<file path="config.mk">
export PLATFORM = sky130hd
export DESIGN_NAME = instr_fetch_unit
export DESIGN_NICKNAME = d
export VERILOG_FILES = /design/src/rtl/instr_fetch_unit.sv
export SDC_FILE = /design/constraint.sdc
export NUM_CORES = 1
export LEC_CHECK = 0
export BUFFER_PORTS_ARGS = -buffer_cell sky130_fd_sc_hd__buf_2
export CORE_UTILIZATION = 40
export CTS_CLUSTER_DIAMETER = 100
export DETAILED_ROUTE_END_ITERATION = 6
export HOLD_SLACK_MARGIN = 0.1
export PLACE_DENSITY_LB_ADDON = 0.1
export SLEW_MARGIN = 25
export SYNTH_ARGS = -nofsm -noshare
export SYNTH_HDL_FRONTEND = slang
export SYNTH_SLANG_ARGS = --single-unit
export TNS_END_PERCENT = 20
</file>
<file path="constraint.sdc">
create_clock -name clk -period 2.2 [get_ports clk]
set_input_delay 0.22 -clock clk [delete_from_list [all_inputs] [get_ports clk]]
set_output_delay 0.22 -clock clk [all_outputs]
set_load 0.03 [all_outputs]
</file>
<file path="src/rtl/instr_fetch_unit.sv">
// Instruction fetch sequencer: walks pc through a synchronous-read memory and holds each word
// on `instruction` for HOLD_CYCLES clocks. Define IFU_STALL_EN to add the `stall` input.
module instr_fetch_unit #(
    parameter int unsigned ADDR_W      = 8,
    parameter int unsigned HOLD_CYCLES = 3
) (
    input  logic              clk,
    input  logic              rst,
    input  logic              start,
    input  logic [ADDR_W:0]   prog_len,
`ifdef IFU_STALL_EN
    input  logic              stall,
`endif
    output logic [ADDR_W-1:0] imem_addr,
    output logic              imem_en,
    input  logic [31:0]       imem_rdata,
    output logic [31:0]       instruction,
    output logic              instr_valid,
    output logic [ADDR_W-1:0] pc,
    output logic              busy,
    output logic              done
);

    typedef enum logic [2:0] {
        S_IDLE,
        S_FETCH,
        S_WAIT,
        S_ISSUE,
        S_DONE
    } state_t;

    localparam logic [ADDR_W:0] MAX_LEN   = {1'b1, {ADDR_W{1'b0}}};
    localparam logic [3:0]      HOLD_LAST = 4'(HOLD_CYCLES - 1);

    state_t              state_q, state_d;
    logic [ADDR_W-1:0]   pc_q, pc_d;
    logic [ADDR_W-1:0]   addr_q, addr_d;
    logic [ADDR_W:0]     len_q, len_d;
    logic [3:0]          hold_q, hold_d;
    logic                en_q, en_d;
    logic                valid_q, valid_d;
    logic [31:0]         instr_q, instr_d;
    logic                stall_i;
    logic [ADDR_W:0]     len_in;
    logic [ADDR_W:0]     pc_plus1;

`ifdef IFU_STALL_EN
    assign stall_i = stall;
`else
    assign stall_i = 1'b0;
`endif

    assign len_in   = (prog_len > MAX_LEN) ? MAX_LEN : prog_len;
    // compared one bit wider so a full-depth program ends at the last word instead of wrapping
    assign pc_plus1 = {1'b0, pc_q} + (ADDR_W + 1)'(1);

    always_comb begin
        state_d = state_q;
        pc_d    = pc_q;
        addr_d  = addr_q;
        len_d   = len_q;
        hold_d  = hold_q;
        en_d    = 1'b0;
        valid_d = valid_q;
        instr_d = instr_q;

        case (state_q)
            S_IDLE, S_DONE: begin
                if (start) begin
                    len_d = len_in;
                    pc_d  = '0;
                    if (len_in == '0) begin
                        state_d = S_DONE;
                    end else begin
                        state_d = S_FETCH;
                        en_d    = 1'b1;
                        addr_d  = '0;
                    end
                end
            end
            S_FETCH: begin
                if (stall_i) begin
                    en_d = 1'b1;
                end else begin
                    state_d = S_WAIT;
                end
            end
            S_WAIT: begin
                instr_d = imem_rdata;
                valid_d = 1'b1;
                hold_d  = '0;
                state_d = S_ISSUE;
            end
            S_ISSUE: begin
                if (!stall_i) begin
                    if (hold_q == HOLD_LAST) begin
                        instr_d = '0;
                        valid_d = 1'b0;
                        if (pc_plus1 == len_q) begin
                            state_d = S_DONE;
                        end else begin
                            pc_d    = pc_q + ADDR_W'(1);
                            addr_d  = pc_q + ADDR_W'(1);
                            en_d    = 1'b1;
                            state_d = S_FETCH;
                        end
                    end else begin
                        hold_d = hold_q + 4'd1;
                    end
                end
            end
            default: state_d = S_IDLE;
        endcase
    end

    always_ff @(posedge clk or posedge rst) begin
        if (rst) begin
            state_q <= S_IDLE;
            pc_q    <= '0;
            addr_q  <= '0;
            len_q   <= '0;
            hold_q  <= '0;
            en_q    <= 1'b0;
            valid_q <= 1'b0;
            instr_q <= '0;
        end else begin
            state_q <= state_d;
            pc_q    <= pc_d;
            addr_q  <= addr_d;
            len_q   <= len_d;
            hold_q  <= hold_d;
            en_q    <= en_d;
            valid_q <= valid_d;
            instr_q <= instr_d;
        end
    end

    assign imem_addr   = addr_q;
    assign imem_en     = en_q;
    assign instruction = instr_q;
    assign instr_valid = valid_q;
    assign pc          = pc_q;
    assign busy        = (state_q == S_FETCH) || (state_q == S_WAIT) || (state_q == S_ISSUE);
    assign done        = (state_q == S_DONE);

endmodule
</file>
=== Word level (Yosys, flattened, before mapping) ===
Cells that the tools add are included.

* Add/subtract/negate cells: 3
* Magnitude comparators: 1
* Equality and inequality tests: 11
* Mux-type cells: 24
* Reductions and logical operators: 13

{| class="wikitable"
|+ Operators with widths
! kind !! number
|-
| case mux 32 bit (2 select lines) || 1
|-
| 2-to-1 mux 8 bit || 5
|-
| 2-to-1 mux 32 bit || 1
|-
| case mux 8 bit (2 select lines) || 2
|-
| 2-to-1 mux 3 bit || 4
|-
| case mux 3 bit (4 select lines) || 1
|-
| != test 2 bit (second input constant) || 5
|-
| adder 8 x 1 -> 9 bit (second input constant) || 1
|-
| == test 9 bit || 1
|-
| greater-than comparator 9 bit (second input constant) || 1
|-
| zero test 9 bit || 1
|-
| 2-to-1 mux 9 bit || 1
|-
| adder 8 x 1 -> 8 bit (second input constant) || 1
|-
| case mux 4 bit (2 select lines) || 1
|-
| AND reduction 2 bit || 4
|-
| == test 3 x 2 -> 1 bit (second input constant) || 2
|-
| 2-to-1 mux 1 bit || 5
|-
| AND reduction 5 bit || 1
|-
| adder 4 x 1 -> 4 bit (second input constant) || 1
|-
| == test 4 x 2 -> 1 bit (second input constant) || 1
|-
| 2-to-1 mux 4 bit || 1
|-
| case mux 1 bit (2 select lines) || 2
|-
| AND reduction 4 bit || 1
|-
| nonzero test 2 bit || 2
|-
| 5 further kinds || 6
|}

* Register bits after elaboration: 66
* Input port bits: 44
* Output and inout port bits: 52

=== Depth between registers and ports, before layout ===
Gate-level depths: netlist of run 1.

* Depth in word-level cells: 6
* Depth in mapped cells: 9
* Gate-level depth less buffers: 8

=== Worst setup path after synthesis of run 1 ===
OpenSTA, ideal clock, no wires.

* Path kind: register to register
* From: register pc_q[0] (netlist: pc[0])
* To: register pc_q[2] (netlist: pc[2])
* Setup time: 130 ps
* Arrival: 2158 ps
* Data required time: 2070 ps
* Slack: -88 ps
* Stages on the path, launching flop included: 9
* Path buffers: 0
* Clock period less this slack: 2288 ps
* Path through: dfrtp_1 > ha_1 > nand2_1 > or4_4 > nand4b_2 > nor4_4 > a21o_2 > o211ai_1 > o31ai_2

* Longest elaborated chain between the ends: 4

{| class="wikitable"
|+ RTL lines
! what !! RTL line !! text
|-
| start: declaration || 36 || <nowiki>logic [ADDR_W-1:0] pc_q, pc_d;</nowiki>
|-
| start signal: assignment || 128 || <nowiki>pc_q <= pc_d;</nowiki>
|-
| adder 8 x 1 -> 9 bit or adder 8 x 1 -> 8 bit (tied branches) || 55, 102 ||
|-
| == test 9 bit or 2-to-1 mux 8 bit (tied branches) || 99 || <nowiki>if (pc_plus1 == len_q) begin</nowiki>
|-
| != test 2 bit (no source line) or 2-to-1 mux 8 bit (tied branches) || -- ||
|-
| AND reduction 4 bit (no source line) or case mux 8 bit (2 select lines) (tied branches) || -- ||
|}

Several ways; a longest one is shown, not always the timed one. The select of a mux whose other input is x is not followed.
A chain may end at the register's enable or synchronous reset.

=== Worst setup path after layout of run 1 ===
* From: register pc_q[1] (netlist: pc[1])
* To: register pc_q[7] (netlist: pc[7])

The elaborated chain is that of the path after synthesis.

==> summary.md, run 1 <==
| Metric | Value |
|---|---|
| Initial Util | `42.4%` |
| Critical Path Fanout Max | `8` |
| Endpoints failing hold | `0` |
| Async set or reset register ratio after synthesis | `100%` |
| Die Span X | `93.4 um` |
| Most frequent cells in the layout | `buf_2, nand2_1, dfrtp_1` |
| Placed instance area | `4040 um2` |
| Io pins | `96` |
| Critical path's slowest cell | `dfrtp_2` |
| Clock-pin slew on the worst setup and hold paths | `0.08 ns` |
| Top delay family on crit path | `compound AO/OA/AOI/OAI gates` |
| Instance count on the critical path | `9` |
| Distinct cells, synth | `56` |
| Pwr Density | `1320 nW/um2` |
| CTS tree | `done` |
| Status | `completed` |
| Finish-stage setup viols | `0` |
| FF-to-FF End | `pc[7]$_DFFE_PP0P_` |
| Hold slack final | `0.108 ns` |
| Vias | `3,043` |
| Tmin final | `2.16 ns` |
| Largest net degree at the start of global routing | `66` |
| Fin Clk Skew | `0.00752 ns` |
| Pleak | `2.23 nW` |
| Crit start category | `flop` |
| Remaining global-route overflow | `0` |
| Relative max-transition margin | `57.9%` |
| Worst EP required | `2.43 ns` |
| Final period util | `98.0%` |
| Netlist Area Pre-Place | `3340 um2` |
| Total track usage | `19.9%` |
| Critical Path AT | `2.39 ns` |
| Setup slack, reg-to-reg | `0.04 ns` |
| Htree depth | `3` |
| DP Wirelength | `5560 um` |
| Crit-path cells | `buf_6 > buf_6 > a21boi_0 > o211a_1 > o21ai_0 > a32oi_2 > nand2_2 > a22o_1 > a31o_1` |
| Mapped Cells | `364` |
| Share of post-route cells with drive strength above 1 | `34.3%` |
| Worst R2R Path Depth | `9` |
| Commonest non-fill, non-tap cell in the layout | `buf_2` |
| Post-layout net count | `552` |
| Cell count after placement | `559` |
| Die Area | `8720 um2` |
| # port buffers | `95` |
| Num CTS Buffers | `9` |
| Root Driver | `clkbuf_8` |
| Antenna cell count | `0` |
| Detailed Routing Iterations Pass 1 | `4` |
| Initial antenna violation count | `0` |
| Max-cap violations | `0` |
| Slew Viols, Final | `0` |
| Worst-Margin Slew | `0.631 ns` |
| Core Region | `7890 um2` |
| Critical Path End Type | `flop` |
| Crit path capture | `pc[7]$_DFFE_PP0P_` |
| Fin Setup TNS | `0 ns` |
| Worst setup startpoint | `pc[1]$_DFFE_PP0P_` |
| Non-filler cells, final | `612` |
| CTS Buffer Depth | `2` |
| Clk_lat worst skew | `0.34 ns` |
| Critical path buffers and inverters | `2` |
| Most frequent CP cell | `buf_6` |
| First-pass GRT wire length | `13,400 um` |
| Routability congestion estimate from global placement | `0.828` |
| CTS sink count | `66` |
| Number of flops mapped to enable cells by yosys | `0` |
| Antenna Nets Post-Route | `0` |
| Yosys warnings | `0` |
| WL/cell | `13.6 um` |
| Via-to-Cell Ratio | `4.97` |
| Area growth, synth to finish | `41.9%` |
| Part of the Yosys area used for sequential elements | `49.4%` |
| Finished Cell Area | `4740 um2` |
| # rows | `32` |
| Avg Inst Size Synth | `9.18 um2` |
| Worst path max stage delay | `0.43 ns` |
| Achievable Freq | `464 MHz` |
| Die Ht | `93.4 um` |
| Setup Crit Path Kind | `flop to flop` |
| Residual DRC count | `0` |
| Ys flop type | `dfrtp_1` |
| Syn_nets | `411` |
| Pwr Total | `6.27 mW` |
| Iteration-0 DRC Markers | `136` |
| Worst vdd ir | `718 uV` |
| Hold Path Class | `primary input to flop` |
| Vias in the first global route | `2,733` |
| Final wirelength | `8350 um` |
| Crit Reg-Reg Startpoint | `pc[1]$_DFFE_PP0P_` |
| Flops & latches, synth | `66` |
## cells by family (layout without fill, tap and decap cells)
logic type	Yosys count	count (layout)	share of synthesized area, %
multiplexers	3	3	0.936
XOR/XNOR	11	11	2.88
flip-flops	66	66	49.4
AND/OR/NAND/NOR	157	157	23.9
buffers and inverters	33	179	5.05
AO/OA/AOI/OAI	91	91	16.7
adder cells (fa/ha/maj)	3	3	1.12
## layout make-up
class | count | area [um2]
Multi-Input combinational cell | 265 | 1620
Fill cell | 726 | 3150
Sequential cell | 66 | 1660
Clock buffer | 11 | 141
Tap cell | 102 | 128
Inverter | 7 | 26.3
Clock inverter | 5 | 86.3
Timing Repair Buffer | 156 | 1080
## synth_stat cells (all sizes together) (4+ instances only)
library cell  count  area (um2)
nand2            89         337
dfrtp            66        1650
o21ai            60         300
nand3            17         103
buf              14        97.6
clkbuf           12        45.0
nand2b           10        62.6
nor2              9        36.3
nor4              8        65.1
inv               7        26.3
xnor2             6        52.6
xor2              5        43.8
a21oi             4        20.0
a22o              4        35.0
a31o              4        35.0
and2              4        25.0
## how the worst min path moves through the flow
stage | to | startpoint | cells past startpoint | slack [ns]
5_1_grt | instruction[25]$_DFFE_PP0P_ | imem_rdata[25] | 3 | 0.12
3_3_place_gp | instruction[25]$_DFFE_PP0P_ | rst | 2 | 0.34
2_1_floorplan | instruction[0]$_DFFE_PP0P_ | imem_rdata[0] | 2 | 0.34
4_1_cts | instruction[25]$_DFFE_PP0P_ | imem_rdata[25] | 3 | 0.11
6_report | instruction[25]$_DFFE_PP0P_ | imem_rdata[25] | 3 | 0.11
3_5_place_dp | instruction[30]$_DFFE_PP0P_ | rst | 2 | 0.35
## stage by stage
step / util (%) / setup WS, ns
finish: 60.1 / 0.0446
global route: 60.1 / -0.0674
CTS: 58.2 / 0.000164
detailed placement: 51.3 / 0.0134
global placement: 51.3 / 0.0570
floorplan: - / 0.00917
## flip-flops by register name (all words and copies together) (netlist names)
name / flops
instr_valid: 1
imem_en: 1
hold_q: 4
pc: 8
imem_addr: 8
instruction: 32
len_q: 9
state_q: 3
## worst reg2reg max path, cell delays in order, from the launching register on
cell	delay, ns
dfrtp_2	0.43
buf_6	0.14
buf_6	0.12
a21boi_0	0.22
o211a_1	0.20
o21ai_0	0.10
a32oi_2	0.29
nand2_2	0.16
a22o_1	0.21
a31o_1	0.18
## timing repair
| action | 4_1_cts | 5_1_grt |
|---|---|---|
| hold buffers | 32 | 0 |
| resized for setup | 0 | 28 |
| endpoints found under the setup margin | 0 | 19 |
| endpoints found under the hold margin | 58 | 0 |
| setup buffers | 0 | 6 |
## where the power goes
group	switching, mW	leakage [nW]	internal [mW]
combinational	1.85	1.27	1.16
clock	0.497	0.114	0.678
sequential	0.412	0.846	1.67
total	2.76	2.23	3.51
## per-layer routing
metal  up-vias  share of wire [%]  track usage (%)
met2        63                 47             29.6
met4         0                1.6             7.69
li1       1537                  -                -
met5         -                  0                0
met1      1432                 48             28.2
met3        11                3.8             4.47
(Power assumes the default switching activity.)
==> inputs of run 2 (changes only) <==
Settings changed: RECOVER_POWER set to 25.
==> run 2 against run 1 <==
Net effect: final cell count did not move; power fell by 0.48%; sequential power barely moved; core utilization fell by 0.29 points; via count rose by 0.39%; hold slack improved by 0.0078 ns; die area did not move; setup slack improved by 0.0013 ns; cell area fell by 0.47%; largest power group unchanged; critical endpoint unchanged; sequential share of layout area rose by 0.17 points; register-to-register slack barely moved; fmax barely moved.
==> summary.md, run 2 (synthesis gave the netlist of run 1 again) <==
| Metric | Value |
|---|---|
| Detailed Routing Iterations Pass 1 | `4` |
| Routability congestion estimate from global placement | `0.828` |
| Setup Crit Path Kind | `flop to flop` |
| Placed instance area | `4040 um2` |
| Post-layout net count | `552` |
| WL/cell | `13.7 um` |
| Iteration-0 DRC Markers | `133` |
| Finished Cell Area | `4720 um2` |
| Core Region | `7890 um2` |
| Total track usage | `19.9%` |
| CTS tree | `done` |
| Antenna cell count | `0` |
| CTS sink count | `66` |
| Root Driver | `clkbuf_8` |
| Max-cap violations | `0` |
| Largest net degree at the start of global routing | `66` |
| # port buffers | `95` |
| Slew Viols, Final | `0` |
| Most frequent CP cell | `buf_6` |
| Die Span X | `93.4 um` |
| Vias | `3,055` |
| Share of post-route cells with drive strength above 1 | `30.6%` |
| Achievable Freq | `464 MHz` |
| Io pins | `96` |
| Critical Path End Type | `flop` |
| Hold Path Class | `primary input to flop` |
| Critical path's slowest cell | `dfrtp_2` |
| Critical path buffers and inverters | `2` |
| Max reg flops | `32` |
| Most frequent cells in the layout | `nand2_1, buf_2, dfrtp_1` |
| Crit start category | `flop` |
| Clock-pin slew on the worst setup and hold paths | `0.08 ns` |
| CTS Buffer Depth | `2` |
| Commonest non-fill, non-tap cell in the layout | `nand2_1` |
| Die Area | `8720 um2` |
| Vias in the first global route | `2,733` |
| Critical Path AT | `2.39 ns` |
| First-pass GRT wire length | `13,400 um` |
| Final wirelength | `8360 um` |
| Via-to-Cell Ratio | `4.99` |
| Endpoints failing hold | `0` |
| Worst-Margin Slew | `1.14 ns` |
| DP Wirelength | `5560 um` |
| Die Ht | `93.4 um` |
| Remaining global-route overflow | `0` |
| Status | `completed` |
| Util after Layout | `59.8%` |
| Worst path max stage delay | `0.43 ns` |
| Relative max-transition margin | `23.6%` |
| Num CTS Buffers | `9` |
| Min setup slack post-route | `0.0459 ns` |
| Clk_lat worst skew | `0.34 ns` |
| Pwr Density | `1320 nW/um2` |
| Tmin final | `2.15 ns` |
| Initial Util | `42.4%` |
| Crit-path cells | `buf_6 > buf_6 > a21boi_0 > o211a_1 > o21ai_0 > a32oi_2 > nand2_2 > a22o_1 > a31o_1` |
| Pre-CTS setup slack | `0.0134 ns` |
| Area growth, synth to finish | `41.2%` |
| Residual DRC count | `0` |
| Worst vdd ir | `711 uV` |
| # rows | `32` |
| Finish-stage setup viols | `0` |
| Worst EP required | `2.43 ns` |
| Antenna Nets Post-Route | `0` |
| Initial antenna violation count | `0` |
| Htree depth | `3` |
| Critical Path Fanout Max | `8` |
| Pleak | `2.17 nW` |
| Final period util | `97.9%` |
| Fin Clk Skew | `0.00892 ns` |
| Top delay family on crit path | `compound AO/OA/AOI/OAI gates` |
==> run 2: cell count changes in the layout (fill, tap and decap cells not counted) <==
| cell | delta |
|---|---|
| inv_2 | -1 |
| clkbuf_1 | +18 |
| buf_2 | -18 |
| inv_1 | +1 |
==> run 2: repair_timing <==
action	4_1_cts	5_1_grt
hold buffers	32	0
gates resized for setup	0	28
endpoints found under the setup margin	0	19
endpoints found under the hold margin	58	0
buffers inserted	0	6
==> run 2: where the power goes <==
part           internal (mW)  leakage (nW)  switching, mW  total [mW]
sequential              1.67         0.846          0.417        2.09
clock                  0.678         0.114          0.498        1.18
combinational           1.13          1.21           1.85        2.97
==> run 2: layout make-up <==
class,instances,area (um2)
Tap cell,102,128
Inverter,7,26.3
Clock inverter,5,86.3
Timing Repair Buffer,156,1060
Multi-Input combinational cell,265,1620
Fill cell,734,3170
Clock buffer,11,141
Sequential cell,66,1660
==> run 2: path summary, 6_finish.rpt <==
| check | startpoint | to | slack (ns) | cells after the start |
|---|---|---|---|---|
| max | pc[1]$_DFFE_PP0P_ | pc[7]$_DFFE_PP0P_ | 0.05 | 9 |
| min | imem_rdata[25] | instruction[25]$_DFFE_PP0P_ | 0.12 | 3 |
| max reg2reg | pc[1]$_DFFE_PP0P_ | pc[7]$_DFFE_PP0P_ | 0.05 | 9 |
| min reg2reg | instr_valid$_DFFE_PP0P_ | instr_valid$_DFFE_PP0P_ | 0.49 | 1 |
| max in group asynchronous | rst | len_q[4]$_DFFE_PP0P_ | 0.69 | 4 |
| min in group asynchronous | rst | instruction[30]$_DFFE_PP0P_ | 0.71 | 3 |
==> run 2: layer usage <==
metal  up-vias  global-route usage, %  share of wire (%)
met3        11                   4.47                3.9
met1      1436                   28.2                 48
met5         -                      0                  0
met4         0                   7.69                1.6
met2        70                   29.6                 47
li1       1538                      -                  -
==> run 2: metrics by stage <==
| stage | cells | power, mW | setup TNS (ns) | hold slack (ns) |
|---|---|---|---|---|
| floorplan | 364 | 3.98 | 0 | 0.337 |
| global placement | 559 | 4.80 | 0 | 0.336 |
| detailed placement | 559 | 4.86 | 0 | 0.345 |
| CTS | 607 | 6.09 | 0 | 0.107 |
| global route | 612 | 6.68 | -0.264 | 0.123 |
| finish | 612 | 6.24 | 0 | 0.116 |
==> run 2: tightest hold or removal path, cell delays in order <==
cell and delay, ns:
buf_2 0.07, nand2_1 0.03, o21ai_0 0.08
==> inputs of run 3 (changes only) <==
Settings changed: CORE_UTILIZATION 40 to 30, CTS_BUF_LIST set to sky130_fd_sc_hd__clkbuf_8, TNS_END_PERCENT 20 to 10.
==> run 3 against run 2 <==
Net effect: fmax up 1.9%; sequential cell count unchanged; non-clock buffer count down 1; global-route usage down 4.2 points; sequential power about the same; first-iteration DRC count down 25%; die area up 33%; combinational power down 3%; critical path depth unchanged; core utilization down 16 points; critical path type unchanged.
==> summary.md, run 3 (synthesis gave the netlist of run 1 again) <==
| Metric | Value |
|---|---|
| Reg area | `1660 um2` |
| Commonest non-fill, non-tap cell in the layout | `buf_2` |
| Fin Setup TNS | `0 ns` |
| Worst path max stage delay | `0.43 ns` |
| Pwr Total | `6.24 mW` |
| Max-cap violations | `0` |
| Critical Path AT | `2.35 ns` |
| Most frequent CP cell | `a211oi_2` |
| Die Area | `11,600 um2` |
| Finish-stage setup viols | `0` |
| Critical Path Fanout Max | `8` |
| Critical path's slowest cell | `dfrtp_2` |
| Setup slack, reg-to-reg | `0.09 ns` |
| Met2 wire length | `3920 um` |
| Critical Path End Type | `flop` |
| Pleak | `2.22 nW` |
| Highest metal used | `met4` |
| Post-layout net count | `551` |
| Remaining global-route overflow | `0` |
| Crit Reg-Reg Startpoint | `pc[1]$_DFFE_PP0P_` |
| Switching power total | `2.72 mW` |
| Routability congestion estimate from global placement | `0.757` |
| WL/cell | `13.3 um` |
| # port buffers | `95` |
| Share of post-route cells with drive strength above 1 | `33.2%` |
| Tmin final | `2.11 ns` |
| CTS Buffer Depth | `2` |
| Slew Viols, Final | `0` |
| Die Span X | `108 um` |
| First-pass GRT wire length | `14,000 um` |
| Residual DRC count | `0` |
| Sw Ratio | `43.5%` |
| Antenna cell count | `0` |
| Status | `completed` |
| Hold Path Sink | `len_q[0]$_DFFE_PP0P_` |
| Core Region | `10,800 um2` |
| Placed instance area | `4080 um2` |
| Iteration-0 DRC Markers | `100` |
| Final wirelength | `8650 um` |
| # rows | `38` |
| CTS sink count | `66` |
| Vias | `3,018` |
| Comb power frac | `46.1%` |
| Area occupied by multi-input gates | `1590 um2` |
| Worst-Margin Slew | `0.947 ns` |
| Setup Crit Path Kind | `flop to flop` |
| Max reg flops | `32` |
| Fin Clk Skew | `0.0111 ns` |
| Num CTS Buffers | `9` |
| Fill cells | `1,080` |
| Antenna Nets Post-Route | `0` |
| Internal | `3.53 mW` |
| Pre-CTS setup slack | `-0.0428 ns` |
| DP Wirelength | `5830 um` |
| Vias in the first global route | `2,794` |
| Via-to-Cell Ratio | `4.65` |
| Detailed Routing Iterations Pass 1 | `5` |
| Relative max-transition margin | `36.9%` |
| Final period util | `96.1%` |
| Met3 routed WL | `465 um` |
| Crit-path cells | `buf_6 > buf_4 > and3_4 > a211oi_2 > a211oi_2 > nor4_4 > nand2_2 > a22o_1 > a31o_1` |
| Hold Crit Depth | `3` |
| Htree depth | `3` |
| Io pins | `96` |
| Hold Crit Start | `prog_len[0]` |
| RSZ-0062 raised after global routing | `no` |
| Area growth, synth to finish | `41.5%` |
| Crit start category | `flop` |
| Flop pwr share | `33.3%` |
| Initial antenna violation count | `0` |
| CTS tree | `done` |
| Root Driver | `clkbuf_8` |
| Metal-1 WL | `4150 um` |
| Non-filler cells, final | `649` |
| FF-to-FF End | `pc[5]$_DFFE_PP0P_` |
| Total track usage | `15.7%` |
| Worst EP required | `2.44 ns` |
| Die Ht | `108 um` |
| Clock network fraction of total power | `20.6%` |
| Hold Path Class | `primary input to flop` |
| Clock-pin slew on the worst setup and hold paths | `0.08 ns` |
| Min setup slack post-route | `0.0859 ns` |
| Most frequent cells in the layout | `buf_2, nand2_1, dfrtp_1` |
| Clk_lat worst skew | `0.34 ns` |
| Worst R2R Path Depth | `9` |
| Cell count after placement | `599` |
| Initial Util | `30.8%` |
| Worst vdd ir | `539 uV` |
| Endpoints failing hold | `0` |
| Pwr Density | `1320 nW/um2` |
| Achievable Freq | `473 MHz` |
| Largest net degree at the start of global routing | `66` |
| Finished Cell Area | `4730 um2` |
==> run 3: routing by layer <==
layer / up-vias / track usage [%]
met3: 9 / 3.81
met5: - / 0
li1: 1532 / -
met1: 1401 / 21.1
met4: 0 / 6.75
met2: 76 / 24.0
==> run 3: through the flow <==
stage / hold WS [ns] / utilization, %
2_1_floorplan: 0.337 / -
3_3_place_gp: 0.221 / 37.6
3_5_place_dp: 0.213 / 37.6
4_1_cts: 0.122 / 43.1
5_1_grt: 0.141 / 43.6
6_report: 0.135 / 43.6
==> run 3: cell type report <==
cell class                      instances  area share [%]
Clock inverter                          6            2.38
Tap cell                              140            3.70
Clock buffer                           10            2.91
Inverter                                7           0.556
Timing Repair Buffer                  155            21.8
Sequential cell                        66            35.1
Multi-Input combinational cell        265            33.6
==> run 3: how the worst max path moves through the flow <==
stage	start	slack, ns	cells past startpoint	to
2_1_floorplan	pc[0]$_DFFE_PP0P_	0.009	8	pc[3]$_DFFE_PP0P_
3_3_place_gp	pc[0]$_DFFE_PP0P_	0.04	8	pc[7]$_DFFE_PP0P_
3_5_place_dp	pc[0]$_DFFE_PP0P_	-0.04	8	pc[5]$_DFFE_PP0P_
4_1_cts	pc[1]$_DFFE_PP0P_	0.06	8	pc[5]$_DFFE_PP0P_
5_1_grt	pc[1]$_DFFE_PP0P_	0.01	9	pc[3]$_DFFE_PP0P_
6_report	pc[1]$_DFFE_PP0P_	0.09	9	pc[5]$_DFFE_PP0P_
==> run 3: critical path: cells and delay by family, from the launching register on <==
kind                   cells  cell delay (ns)
AOI/OAI and AO/OA          4             0.73
buffers and inverters      2             0.28
DFF                        1             0.43
and+or+nand+nor            3             0.56
==> run 3: timing repair <==
item / in CTS / in global routing
gates cloned: 0 / 0
hold buffers: 33 / 0
pin swaps: 0 / 8
endpoints found under the setup margin: 11 / 17
buffers inserted: 0 / 2
resized for setup: 2 / 16
hold endpoints to repair: 46 / 0
==> run 3: power by group through the flow <==
stage	Sequential (mW)	Clock (mW)	Combinational, mW
3_5_place_dp	2.05	0	2.79
6_report	2.08	1.29	2.88
2_1_floorplan	2.61	0	1.37
3_3_place_gp	2.05	0	2.77
4_1_cts	2.05	1.33	2.84
5_1_grt	2.14	1.38	3.16
